### config.mk
export PLATFORM = sky130hd
export DESIGN_NAME = load_store_unit
export DESIGN_NICKNAME = d
export VERILOG_FILES = /design/src/rtl/load_store_unit_pkg.sv /design/src/rtl/load_store_unit_align.sv /design/src/rtl/load_store_unit.sv
export SDC_FILE = /design/constraint.sdc
export NUM_CORES = 1
export LEC_CHECK = 0
export ABC_AREA = 1
export CAP_MARGIN = 40
export CORE_ASPECT_RATIO = 0.5
export CORE_MARGIN = 2
export CORE_UTILIZATION = 40
export CTS_BUF_LIST = sky130_fd_sc_hd__clkbuf_4
export DETAILED_ROUTE_END_ITERATION = 8
export PLACE_DENSITY_LB_ADDON = 0.05
export SLEW_MARGIN = 20
export SYNTH_ARGS = -nofsm -noshare
export SYNTH_HDL_FRONTEND = slang
export SYNTH_SLANG_ARGS = --single-unit
### constraint.sdc
create_clock -name clk -period 1.9 [get_ports clk]
set_input_delay 0.285 -clock clk [delete_from_list [all_inputs] [get_ports clk]]
set_output_delay 0.285 -clock clk [all_outputs]
set_load 0.1 [all_outputs]
### src/rtl/load_store_unit_pkg.sv
// Shared types and constants for the load/store unit: FSM states, RV32I
// load/store funct3 encodings, access sizes and byte-enable patterns.
package load_store_unit_pkg;

    typedef enum logic [1:0] {
        IDLE = 2'd0,
        REQ  = 2'd1,
        WAIT = 2'd2,
        DONE = 2'd3
    } lsu_state_e;

    typedef enum logic [1:0] {
        BYTE = 2'd0,
        HALF = 2'd1,
        WORD = 2'd2
    } lsu_size_e;

    localparam logic [2:0] F3_LB  = 3'b000;
    localparam logic [2:0] F3_LH  = 3'b001;
    localparam logic [2:0] F3_LW  = 3'b010;
    localparam logic [2:0] F3_LBU = 3'b100;
    localparam logic [2:0] F3_LHU = 3'b101;
    localparam logic [2:0] F3_SB  = 3'b000;
    localparam logic [2:0] F3_SH  = 3'b001;
    localparam logic [2:0] F3_SW  = 3'b010;

    localparam logic [3:0] BE_NONE = 4'b0000;
    localparam logic [3:0] BE_B0   = 4'b0001;
    localparam logic [3:0] BE_LO   = 4'b0011;
    localparam logic [3:0] BE_HI   = 4'b1100;
    localparam logic [3:0] BE_ALL  = 4'b1111;

    function automatic lsu_size_e size_of(input logic [2:0] funct3);
        case (funct3[1:0])
            2'b00:   return BYTE;
            2'b01:   return HALF;
            default: return WORD;
        endcase
    endfunction

    // Legal encoding for the direction and naturally aligned for its size.
    function automatic logic access_ok(input logic is_load, input logic [2:0] funct3,
                                       input logic [1:0] offset);
        logic enc_ok;
        logic align_ok;
        if (is_load)
            enc_ok = (funct3 == F3_LB) || (funct3 == F3_LH) || (funct3 == F3_LW) ||
                     (funct3 == F3_LBU) || (funct3 == F3_LHU);
        else
            enc_ok = (funct3 == F3_SB) || (funct3 == F3_SH) || (funct3 == F3_SW);
        case (size_of(funct3))
            BYTE:    align_ok = 1'b1;
            HALF:    align_ok = ~offset[0];
            default: align_ok = (offset == 2'b00);
        endcase
        return enc_ok & align_ok;
    endfunction

endpackage

### src/rtl/load_store_unit_align.sv
// Picks the addressed byte/halfword out of a read word and sign- or
// zero-extends it according to the load funct3.
module load_align
    import load_store_unit_pkg::*;
(
    input  logic [31:0] rdata,
    input  logic [1:0]  addr,
    input  logic [2:0]  funct3,
    output logic [31:0] result
);

    logic [31:0] byte_sel;
    logic [31:0] half_sel;
    logic        is_unsigned;

    assign byte_sel    = rdata >> {addr, 3'b000};
    assign half_sel    = rdata >> {addr[1], 4'b0000};
    assign is_unsigned = funct3[2];

    always_comb begin
        result = rdata;
        case (size_of(funct3))
            BYTE:    result = {{24{byte_sel[7] & ~is_unsigned}}, byte_sel[7:0]};
            HALF:    result = {{16{half_sel[15] & ~is_unsigned}}, half_sel[15:0]};
            default: result = rdata;
        endcase
    end

endmodule

### src/rtl/load_store_unit.sv
// Memory-access stage: turns load/store instructions into a req/gnt/rvalid
// transaction, with lane steering, extension, alignment and timeout faults.
module load_store_unit
    import load_store_unit_pkg::*;
#(
    parameter int ADDR_WIDTH     = 32,
    parameter int TIMEOUT_CYCLES = 16
) (
    input  logic                  clk,
    input  logic                  rst_n,
    input  logic                  reqValid,
    input  logic                  memRead,
    input  logic                  memWrite,
    input  logic [2:0]            funct3,
    input  logic [ADDR_WIDTH-1:0] aluResult,
    input  logic [31:0]           storeData,
    output logic                  reqReady,
    output logic                  stall,
    output logic                  memReq,
    output logic                  memWe,
    output logic [ADDR_WIDTH-1:0] memAddr,
    output logic [3:0]            memBe,
    output logic [31:0]           memWdata,
    input  logic                  memGnt,
    input  logic                  memRvalid,
    input  logic [31:0]           memRdata,
    output logic                  respValid,
    output logic [31:0]           loadData,
    output logic                  misaligned,
    output logic                  busError
);

    localparam int CNT_W = $clog2(TIMEOUT_CYCLES + 1);

    lsu_state_e            state_reg, state_next;
    logic [ADDR_WIDTH-1:0] addr_reg;
    logic [3:0]            be_reg, be_next;
    logic [31:0]           wdata_reg, wdata_next;
    logic                  we_reg;
    logic [2:0]            f3_reg;
    logic [1:0]            off_reg;
    logic [CNT_W-1:0]      cnt_reg;
    logic [31:0]           load_data_reg;
    logic                  misaligned_reg;
    logic                  bus_error_reg;
    logic [31:0]           aligned_data;

    logic accept;
    logic legal;
    logic timeout_hit;
    logic rdata_take;

    // Both memRead and memWrite high is still taken, but answered as a fault.
    assign accept      = (state_reg == IDLE) & reqValid & (memRead | memWrite);
    assign legal       = (memRead ^ memWrite) & access_ok(memRead, funct3, aluResult[1:0]);
    assign timeout_hit = ((state_reg == REQ) || (state_reg == WAIT)) &&
                         (cnt_reg == CNT_W'(TIMEOUT_CYCLES - 1));
    assign rdata_take  = (state_reg == WAIT) & memRvalid & ~timeout_hit;

    load_align u_align (
        .rdata  (memRdata),
        .addr   (off_reg),
        .funct3 (f3_reg),
        .result (aligned_data)
    );

    always_comb begin
        be_next    = BE_ALL;
        wdata_next = storeData;
        if (memWrite) begin
            case (size_of(funct3))
                BYTE: begin
                    be_next    = BE_B0 << aluResult[1:0];
                    wdata_next = {4{storeData[7:0]}};
                end
                HALF: begin
                    be_next    = aluResult[1] ? BE_HI : BE_LO;
                    wdata_next = {2{storeData[15:0]}};
                end
                default: begin
                    be_next    = BE_ALL;
                    wdata_next = storeData;
                end
            endcase
        end
    end

    always_comb begin
        state_next = state_reg;
        case (state_reg)
            IDLE: if (accept) state_next = legal ? REQ : DONE;
            REQ: begin
                if (timeout_hit)  state_next = DONE;
                else if (memGnt)  state_next = we_reg ? DONE : WAIT;
            end
            WAIT: begin
                if (timeout_hit || memRvalid) state_next = DONE;
            end
            default: state_next = IDLE;
        endcase
    end

    always_ff @(posedge clk or negedge rst_n) begin
        if (!rst_n) begin
            state_reg      <= IDLE;
            addr_reg       <= '0;
            be_reg         <= BE_NONE;
            wdata_reg      <= '0;
            we_reg         <= 1'b0;
            f3_reg         <= '0;
            off_reg        <= '0;
            cnt_reg        <= '0;
            load_data_reg  <= '0;
            misaligned_reg <= 1'b0;
            bus_error_reg  <= 1'b0;
        end else begin
            state_reg <= state_next;
            if (accept) begin
                misaligned_reg <= ~legal;
                bus_error_reg  <= 1'b0;
                cnt_reg        <= '0;
                if (legal) begin
                    addr_reg  <= {aluResult[ADDR_WIDTH-1:2], 2'b00};
                    be_reg    <= be_next;
                    wdata_reg <= wdata_next;
                    we_reg    <= memWrite;
                    f3_reg    <= funct3;
                    off_reg   <= aluResult[1:0];
                end
            end else if ((state_reg == REQ) || (state_reg == WAIT)) begin
                cnt_reg <= cnt_reg + CNT_W'(1);
            end
            if (timeout_hit) begin
                bus_error_reg <= 1'b1;
                if (!we_reg) load_data_reg <= '0;
            end
            if (rdata_take) load_data_reg <= aligned_data;
        end
    end

    assign reqReady   = (state_reg == IDLE);
    assign memReq     = (state_reg == REQ);
    assign memWe      = we_reg;
    assign memAddr    = addr_reg;
    assign memBe      = be_reg;
    assign memWdata   = wdata_reg;
    assign respValid  = (state_reg == DONE);
    assign loadData   = load_data_reg;
    assign misaligned = misaligned_reg;
    assign busError   = bus_error_reg;
    assign stall      = reqValid & (memRead | memWrite) & ~respValid;

endmodule

==> reports/metrics.yaml, run 1 <==
sta:
  rsz0062_at_grt: "true"
  maxClockFrequency_mhz: 549.3
  clock-skew-final_ns: 0.02527
  hold_viol_final: 0
  period_share: 0.9581
  timing.hold.ws_ns: 0.2827
  slew_violations: 0
  setup_viol: 0
  slew_headroom: 0.5478
  fin_crit_ns: 1.820
  tightestPinTransition_ns: 0.6783
worst_setup_path:
  critPathTopFamily: "flip-flops"
  crit_arrival_ns: 1.54
  cp_num_buf_inv: 1
  path_cells: "ha_4, nor3_4, buf_12"
  crit_path_end_kind: "primary output"
  cp_max_fo: 4
  path_class: "flop to primary output"
  worst_path_largest_cell_delay_ns: 0.45
  required_ns: 1.62
  crit_path_top_delay_cell: "dfrtp_1"
  timing.critical_path.from_type: "flop"
logic_synthesis:
  syn_avg_cell_area_um2: 7.324
  ys_async_sr_fraction: 1.000
  yosysUniqueCellTypes: 30
  synth-seq-cells: 113
  yosys.area_share.xor_xnor: 0
  synth_top_area_frac: 0.5060
  synth.largest_area_cell: "dfrtp_1"
  yosys_warnings: 0
  synth_top_family_by_area: "simple AND/OR/NAND/NOR gates"
  synth.area.top_cells: "dfrtp_1, nand2_1, nor2_1"
  synth_compound_area_frac: 0.05486
  yosys-top-cells-count: "nand2_1, dfrtp_1, nor2_1, inv_1, o21ai_0"
  syn-cell-area_um2: 5588
  synth_edf_count: 0
  synthFlopType: "dfrtp_1"
  synth_simple_gate_area_frac: 0.3623
  muxShareOfSynthArea: 0.001791
  yosysSeqAreaShare: 0.5060
  syn_inst: 763
  synth_fa_ha_area_frac: 0.01567
  yosysMostFrequentCell: "nand2_1"
clocking:
  cts_tree: "yes"
  htreeDepth: 4
  cts_made_buffers: 17
  insertion_delay_ns: 0.51
  cts-root-buf: "clkbuf_4"
  cts_buffer_depth: 2
  clock_sinks: 113
  clk_pin_slew_ns: 0.12
grt:
  track_usage: 0.2260
  grt_pass1_vias: 5283
  antenna_found_initial: 0
  grt_max_degree: 61
  overflow: 0
  grt_pass1_wl_um: 26390
run_status:
  outcome: "finished, final reports clean"
drt:
  detail_route.iter0.violations: 463
  routed_via_density: 4.720
  ant_nets: 0
  wire_per_inst_um: 13.95
  drc_errors: 0
  dr.pass1.iters: 5
  vias: 5683
  drt-total-wl_um: 16790
floorplan:
  ios: 213
  num_rows: 30
  die_y_um: 87.58
  die_w_um: 171.2
  coreArea_um2: 13590
  initial_core_util: 0.4112
  die_area_um2: 14990
placement:
  placedInstanceArea_um2: 7859
  hpwlAfterDp_um: 12050
  portBuffers: 210
  gp_congestion: 0.8586
final_layout:
  synthToLayoutAreaGrowth_pct: 48.54
  n_antenna_cell: 0
  drive_above_1_share: 0.1966
  final_area_um2: 8300
  fin_nets: 1112
run:
  maxCapViolCount: 0
min_path:
  min_path_type: "input port to asynchronous set/reset pin"
[metal layers]
metal  share of wire  vias up  global-route usage
met4          0.0075        0             0.05316
met3           0.073       19             0.06055
met2            0.47      187              0.3662
met1            0.45     2644              0.3069
met5               0        -                   0
li1                -     2833                   -
[worst reg2reg max path, stage by stage, from the launching register on]
cell,delay [ns]
dfrtp_1,0.41
ha_2,0.20
inv_2,0.06
nor2_1,0.04
ha_1,0.19
nand2_2,0.09
buf_4,0.12
nand2_1,0.04
o211ai_1,0.28
buf_4,0.17
nand2_1,0.04
nand2_1,0.06
[cells by family after synthesis]
group | count (synthesis)
simple gates | 508
flops | 113
buf+inv | 73
compound gates | 60
fa+ha+maj | 7
mux | 1
other cells | 1
[through the flow]
step	worst slack, ns	TNS (ns)	instances	utilization
detailed placement	-0.08471	-6.270	1162	0.5784
floorplan	0.01264	0	764	-
global route	-0.01820	-0.01820	1204	0.6109
finish	0.07960	0	1204	0.6109
CTS	0.03092	0	1196	0.6034
global placement	-0.05664	-3.623	1162	0.5784
[cells in the final DEF, fill, tap and decap left out, types with 2 or more instances in the layout]
master           instances
inv_1                   33
nor2_4                   4
nor2_1                  48
o21ai_0                 27
ha_2                     2
bufinv_16                4
ha_1                     3
nand2_2                  2
ha_4                     2
clkinv_2                 4
inv_2                    8
nor2_2                   2
conb_1                   2
nand2_1                419
clkbuf_4                17
buf_4                  130
nand3_1                 23
a21oi_1                 11
buf_12                  12
clkdlybuf4s50_1        104
clkinvlp_4               4
o21ai_1                 19
dfrtp_1                112
nor3_1                   4
[final timing paths]
path                          startpoint      endpoint  slack, ns  depth (start not counted)
min in group clk           aluResult[29]   memAddr[29]       0.31                          3
max in group asynchronous          rst_n   memAddr[20]       1.00                          3
setup / recovery            state_reg[1]         stall       0.08                          3
setup reg to reg              cnt_reg[0]  state_reg[1]       0.14                         11
hold reg to reg             loadData[16]  loadData[16]       0.49                          2
hold / removal                     rst_n   loadData[2]       0.28                          2
[layout make-up]
| type | count | area [um^2] |
|---|---|---|
| flip-flops and latches | 113 | 2829 |
| fillers | 1336 | 5288 |
| clock inverters | 15 | 191.4 |
| multi-input cells | 579 | 2491 |
| well taps | 192 | 240.2 |
| clock buffers | 17 | 127.6 |
| repair buffers | 247 | 2267 |
| inverters | 41 | 153.9 |
[repair_timing]
item	CTS	global route
buffers inserted	0	8
endpoints found under the setup margin	32	35
hold endpoints to repair	33	0
gates resized for setup	1	5
pin swaps	1	7
gates cloned	1	0
hold buffers	1	0
Power of run 1 is not shown: default switching activity piles up to over one toggle a cycle in this logic, so the estimate is an artifact.
==> run 2: changes to the inputs <==
--- a/config.mk
+++ b/config.mk
@@ -12,6 +12,7 @@
 export CORE_UTILIZATION = 40
 export CTS_BUF_LIST = sky130_fd_sc_hd__clkbuf_4
 export DETAILED_ROUTE_END_ITERATION = 8
+export MAX_ROUTING_LAYER = met4
 export PLACE_DENSITY_LB_ADDON = 0.05
 export SLEW_MARGIN = 20
 export SYNTH_ARGS = -nofsm -noshare
==> run 2 against run 1 <==
- critical path type is now input port to primary output
- first-iteration DRC count decreased by 17%
- cell area decreased by 1.2%
- final cell count decreased by 0.58%
- routed wire length increased by 0.18%
- critical path depth increased by 3
- core utilization decreased by 0.72 points
- count of clock-buffer cells in the layout unchanged
==> reports/metrics.yaml, run 2 (synthesis gave the netlist of run 1 again) <==
sta:
  rsz0062_at_grt: "true"
  fin_crit_ns: 1.840
  slew_headroom: 0.5527
  period_share: 0.9685
  maxClockFrequency_mhz: 543.4
  slew_violations: 0
  clock-skew-final_ns: 0.01960
  tightestPinTransition_ns: 0.6709
  setup_viol: 0
  timing.hold.ws_ns: 0.2571
  hold_viol_final: 0
  worst_slack_ns: 0.05981
final_layout:
  fill_cells: 1294
  n_antenna_cell: 0
  seq_area_um2: 2830
  multi_input_area_um2: 2489
  drive_above_1_share: 0.1900
  fin_cells: 1197
  mostFrequentLayoutCells: "nand2_1, buf_4, dfrtp_1"
  fin_nets: 1105
  final_common_cell: "nand2_1"
  synthToLayoutAreaGrowth_pct: 46.80
  utilization: 0.6037
drt:
  vias: 5609
  drc_errors: 0
  detail_route.iter0.violations: 383
  dr.pass1.iters: 4
  ant_nets: 0
  wire_per_inst_um: 14.05
  routed_via_density: 4.686
  drt-total-wl_um: 16820
placement:
  pre_cts_ws_ns: -0.08800
  portBuffers: 210
  gp_congestion: 0.8545
  hpwlAfterDp_um: 12050
  dp_cells: 1162
floorplan:
  num_rows: 30
  die_y_um: 87.58
  die_area_um2: 14990
  coreArea_um2: 13590
  initial_core_util: 0.4112
  ios: 213
  die_w_um: 171.2
run_status:
  outcome: "finished, final reports clean"
clocking:
  clock_sinks: 113
  htreeDepth: 4
  cts_buffer_depth: 2
  cts_made_buffers: 17
  cts-root-buf: "clkbuf_4"
  clk_pin_slew_ns: 0.12
  insertion_delay_ns: 0.50
  cts_tree: "yes"
worst_setup_path:
  crit_arrival_ns: 1.56
  required_ns: 1.62
  path_class: "input port to primary output"
  cp_max_fo: 2
  timing.critical_path.from_type: "input port"
  crit_path_end_kind: "primary output"
grt:
  overflow: 0
  grt_pass1_wl_um: 26380
  track_usage: 0.2365
  grt_max_degree: 53
  grt_pass1_vias: 5305
  antenna_found_initial: 0
min_path:
  min_path_type: "input port to asynchronous set/reset pin"
run:
  maxCapViolCount: 0
==> run 2: cell count changes in the layout (fill, tap and decap cells not counted), moves of 2 or more <==
| cell | delta |
|---|---|
| clkinvlp_4 | -3 |
| inv_6 | +2 |
| clkinv_4 | +5 |
| bufinv_16 | -2 |
| clkinv_2 | -2 |
| buf_4 | -6 |
==> run 2: layer usage <==
layer  GRT usage  vias to the layer above  share of wire
li1            -                     2815              -
met1      0.3159                     2618           0.47
met2      0.3607                      164           0.45
met3     0.05648                       12          0.062
met4     0.07011                        0          0.010
met5           -                        -              0
==> run 2: area by class of cell <==
class / count / area share
clock inverter: 15 / 0.01952
multi-input combinational: 579 / 0.3034
timing repair buffer: 240 / 0.2685
inverter: 41 / 0.01876
tap: 192 / 0.02929
sequential: 113 / 0.3450
clock buffer: 17 / 0.01556
==> run 2: timing repair <==
action / CTS / global route
setup endpoints to repair: 32 / 7
hold endpoints to repair: 29 / 0
setup buffers: 0 / 1
pin swaps: 1 / 1
gates cloned: 1 / 0
hold buffers: 1 / 0
gates resized for setup: 1 / 4
==> run 2: through the flow <==
stage	instance area [um^2]	setup TNS, ns
4_1_cts	8168	0
6_report	8203	0
2_1_floorplan	5620	0
5_1_grt	8203	-0.003736
3_3_place_gp	7859	-4.180
3_5_place_dp	7859	-6.069
==> run 2: path summary, 6_finish.rpt <==
| path | from | cells after the start | slack, ns | to |
|---|---|---|---|---|
| hold reg to reg | cnt_reg[3] | 1 | 0.47 | cnt_reg[3] |
| hold / removal | rst_n | 2 | 0.26 | loadData[6] |
| setup reg to reg | cnt_reg[0] | 11 | 0.15 | state_reg[1] |
| max in group asynchronous | rst_n | 3 | 0.99 | loadData[21] |
| setup / recovery | memWrite | 6 | 0.06 | stall |
| min in group clk | aluResult[3] | 3 | 0.30 | memAddr[3] |
==> run 2: worst max-delay path, cell delays in order <==
cell and delay [ns]:
clkdlybuf4s50_1 0.47, inv_1 0.08, ha_1 0.19, buf_4 0.14, nor3_4 0.19, buf_12 0.20
Power of run 2 is left out for the same reason.
==> run 3: changes to the inputs <==
--- a/config.mk
+++ b/config.mk
@@ -14,6 +14,7 @@
 export DETAILED_ROUTE_END_ITERATION = 8
 export MAX_ROUTING_LAYER = met4
 export PLACE_DENSITY_LB_ADDON = 0.05
+export REMOVE_ABC_BUFFERS = 1
 export SLEW_MARGIN = 20
 export SYNTH_ARGS = -nofsm -noshare
 export SYNTH_HDL_FRONTEND = slang
==> run 3 against run 2 <==
- die area unchanged
- largest cell class unchanged
- non-clock buffer count is 12 higher
- routed wire length fell by 1.2%
- via count barely moved
- critical path depth decreased by 2
- flip-flop and latch count unchanged
- count of clock-buffer cells in the layout stayed put
==> reports/metrics.yaml, run 3 (synthesis gave the netlist of run 1 again) <==
worst_setup_path:
  path_class: "flop to primary output"
  crit_path_end_kind: "primary output"
  cp_max_fo: 3
  worst_path_largest_cell_delay_ns: 0.45
  path_cells: "ha_4, nor3_2, buf_4, buf_12"
  critPathTopFamily: "flip-flops"
  crit_path_top_delay_cell: "dfrtp_1"
  timing.critical_path.from_type: "flop"
  required_ns: 1.62
  crit_arrival_ns: 1.55
  cp_num_buf_inv: 2
floorplan:
  num_rows: 30
  initial_core_util: 0.4112
  die_area_um2: 14990
  die_w_um: 171.2
  coreArea_um2: 13590
  ios: 213
  die_y_um: 87.58
grt:
  track_usage: 0.2305
  grt_pass1_wl_um: 25830
  antenna_found_initial: 0
  grt_max_degree: 42
  overflow: 0
  grt_pass1_vias: 5204
sta:
  fin_crit_ns: 1.835
  slew_violations: 0
  hold_viol_final: 0
  clock-skew-final_ns: 0.02673
  period_share: 0.9658
  setup_viol: 0
  maxClockFrequency_mhz: 544.9
  rsz0062_at_grt: "true"
  timing.hold.ws_ns: 0.2103
final_layout:
  synthToLayoutAreaGrowth_pct: 47.67
  fin_nets: 1117
  mostFrequentLayoutCells: "nand2_1, buf_4, dfrtp_1"
  fill_cells: 1292
  fin_cells: 1209
  final_common_cell: "nand2_1"
  utilization: 0.6073
  drive_above_1_share: 0.2016
  n_antenna_cell: 0
placement:
  portBuffers: 210
  hpwlAfterDp_um: 11960
  gp_congestion: 0.8633
  dp_cells: 1171
drt:
  detail_route.iter0.violations: 383
  wire_per_inst_um: 13.75
  drc_errors: 0
  drt-total-wl_um: 16620
  vias: 5614
  dr.pass1.iters: 4
  routed_via_density: 4.644
  ant_nets: 0
clocking:
  htreeDepth: 4
  cts_made_buffers: 17
  insertion_delay_ns: 0.52
  clock_sinks: 113
  cts_buffer_depth: 2
  cts-root-buf: "clkbuf_4"
  clk_pin_slew_ns: 0.12
  cts_tree: "yes"
min_path:
  min_path_type: "input port to asynchronous set/reset pin"
run_status:
  outcome: "finished, final reports clean"
run:
  maxCapViolCount: 0
-- run 3: changes by cell type in the layout (fill, tap and decap cells not counted), moves of 2 or more --
cell | previous run | this run
inv_2 | 7 | 9
inv_1 | 34 | 32
buf_4 | 124 | 136
clkinv_2 | 2 | 4
-- run 3: repair_timing --
| action | CTS | global route |
|---|---|---|
| hold endpoints to repair | 84 | 0 |
| setup endpoints to repair | 33 | 35 |
| resized for setup | 3 | 7 |
| cloned | 1 | 0 |
| pin swaps | 1 | 4 |
| hold buffers | 1 | 0 |
| buffers inserted | 1 | 4 |
-- run 3: area by class of cell --
cell class                      instances  area [um^2]  share of cell area
Tap cell                              192        240.2             0.02911
Timing Repair Buffer                  252         2292              0.2778
Clock buffer                           17        127.6             0.01547
Inverter                               41        153.9             0.01865
Sequential cell                       113         2829              0.3428
Clock inverter                         15        136.4             0.01653
Multi-Input combinational cell        579         2472              0.2996
-- run 3: path summary, 6_finish.rpt --
kind / startpoint / to / slack, ns / depth (start not counted)
setup / recovery: state_reg[0] / stall / 0.06 / 4
hold / removal: rst_n / memWdata[22] / 0.21 / 2
setup reg to reg: cnt_reg[0] / loadData[9] / 0.15 / 10
hold reg to reg: cnt_reg[3] / cnt_reg[3] / 0.47 / 1
max in group asynchronous: rst_n / memWdata[8] / 1.03 / 3
min in group clk: aluResult[26] / memAddr[26] / 0.29 / 3
-- run 3: per-stage QoR --
step	instance area (um^2)	setup TNS, ns	setup slack, ns
6_report	8252	0	0.06491
5_1_grt	8252	-0.04125	-0.04125
4_1_cts	8190	-0.08450	-0.08273
3_5_place_dp	7885	-10.38	-0.2103
3_3_place_gp	7885	-9.152	-0.1709
2_1_floorplan	5418	-108.64	-1.637
-- run 3: routing by layer --
metal  GRT usage  wire (um)  vias to the layer above
met1      0.3025       7820                     2586
met5           -          0                        -
met2      0.3578       7481                      189
met4     0.05701        153                        0
li1            -          -                     2825
met3     0.06236       1167                       14
Power of run 3 is left out for the same reason.
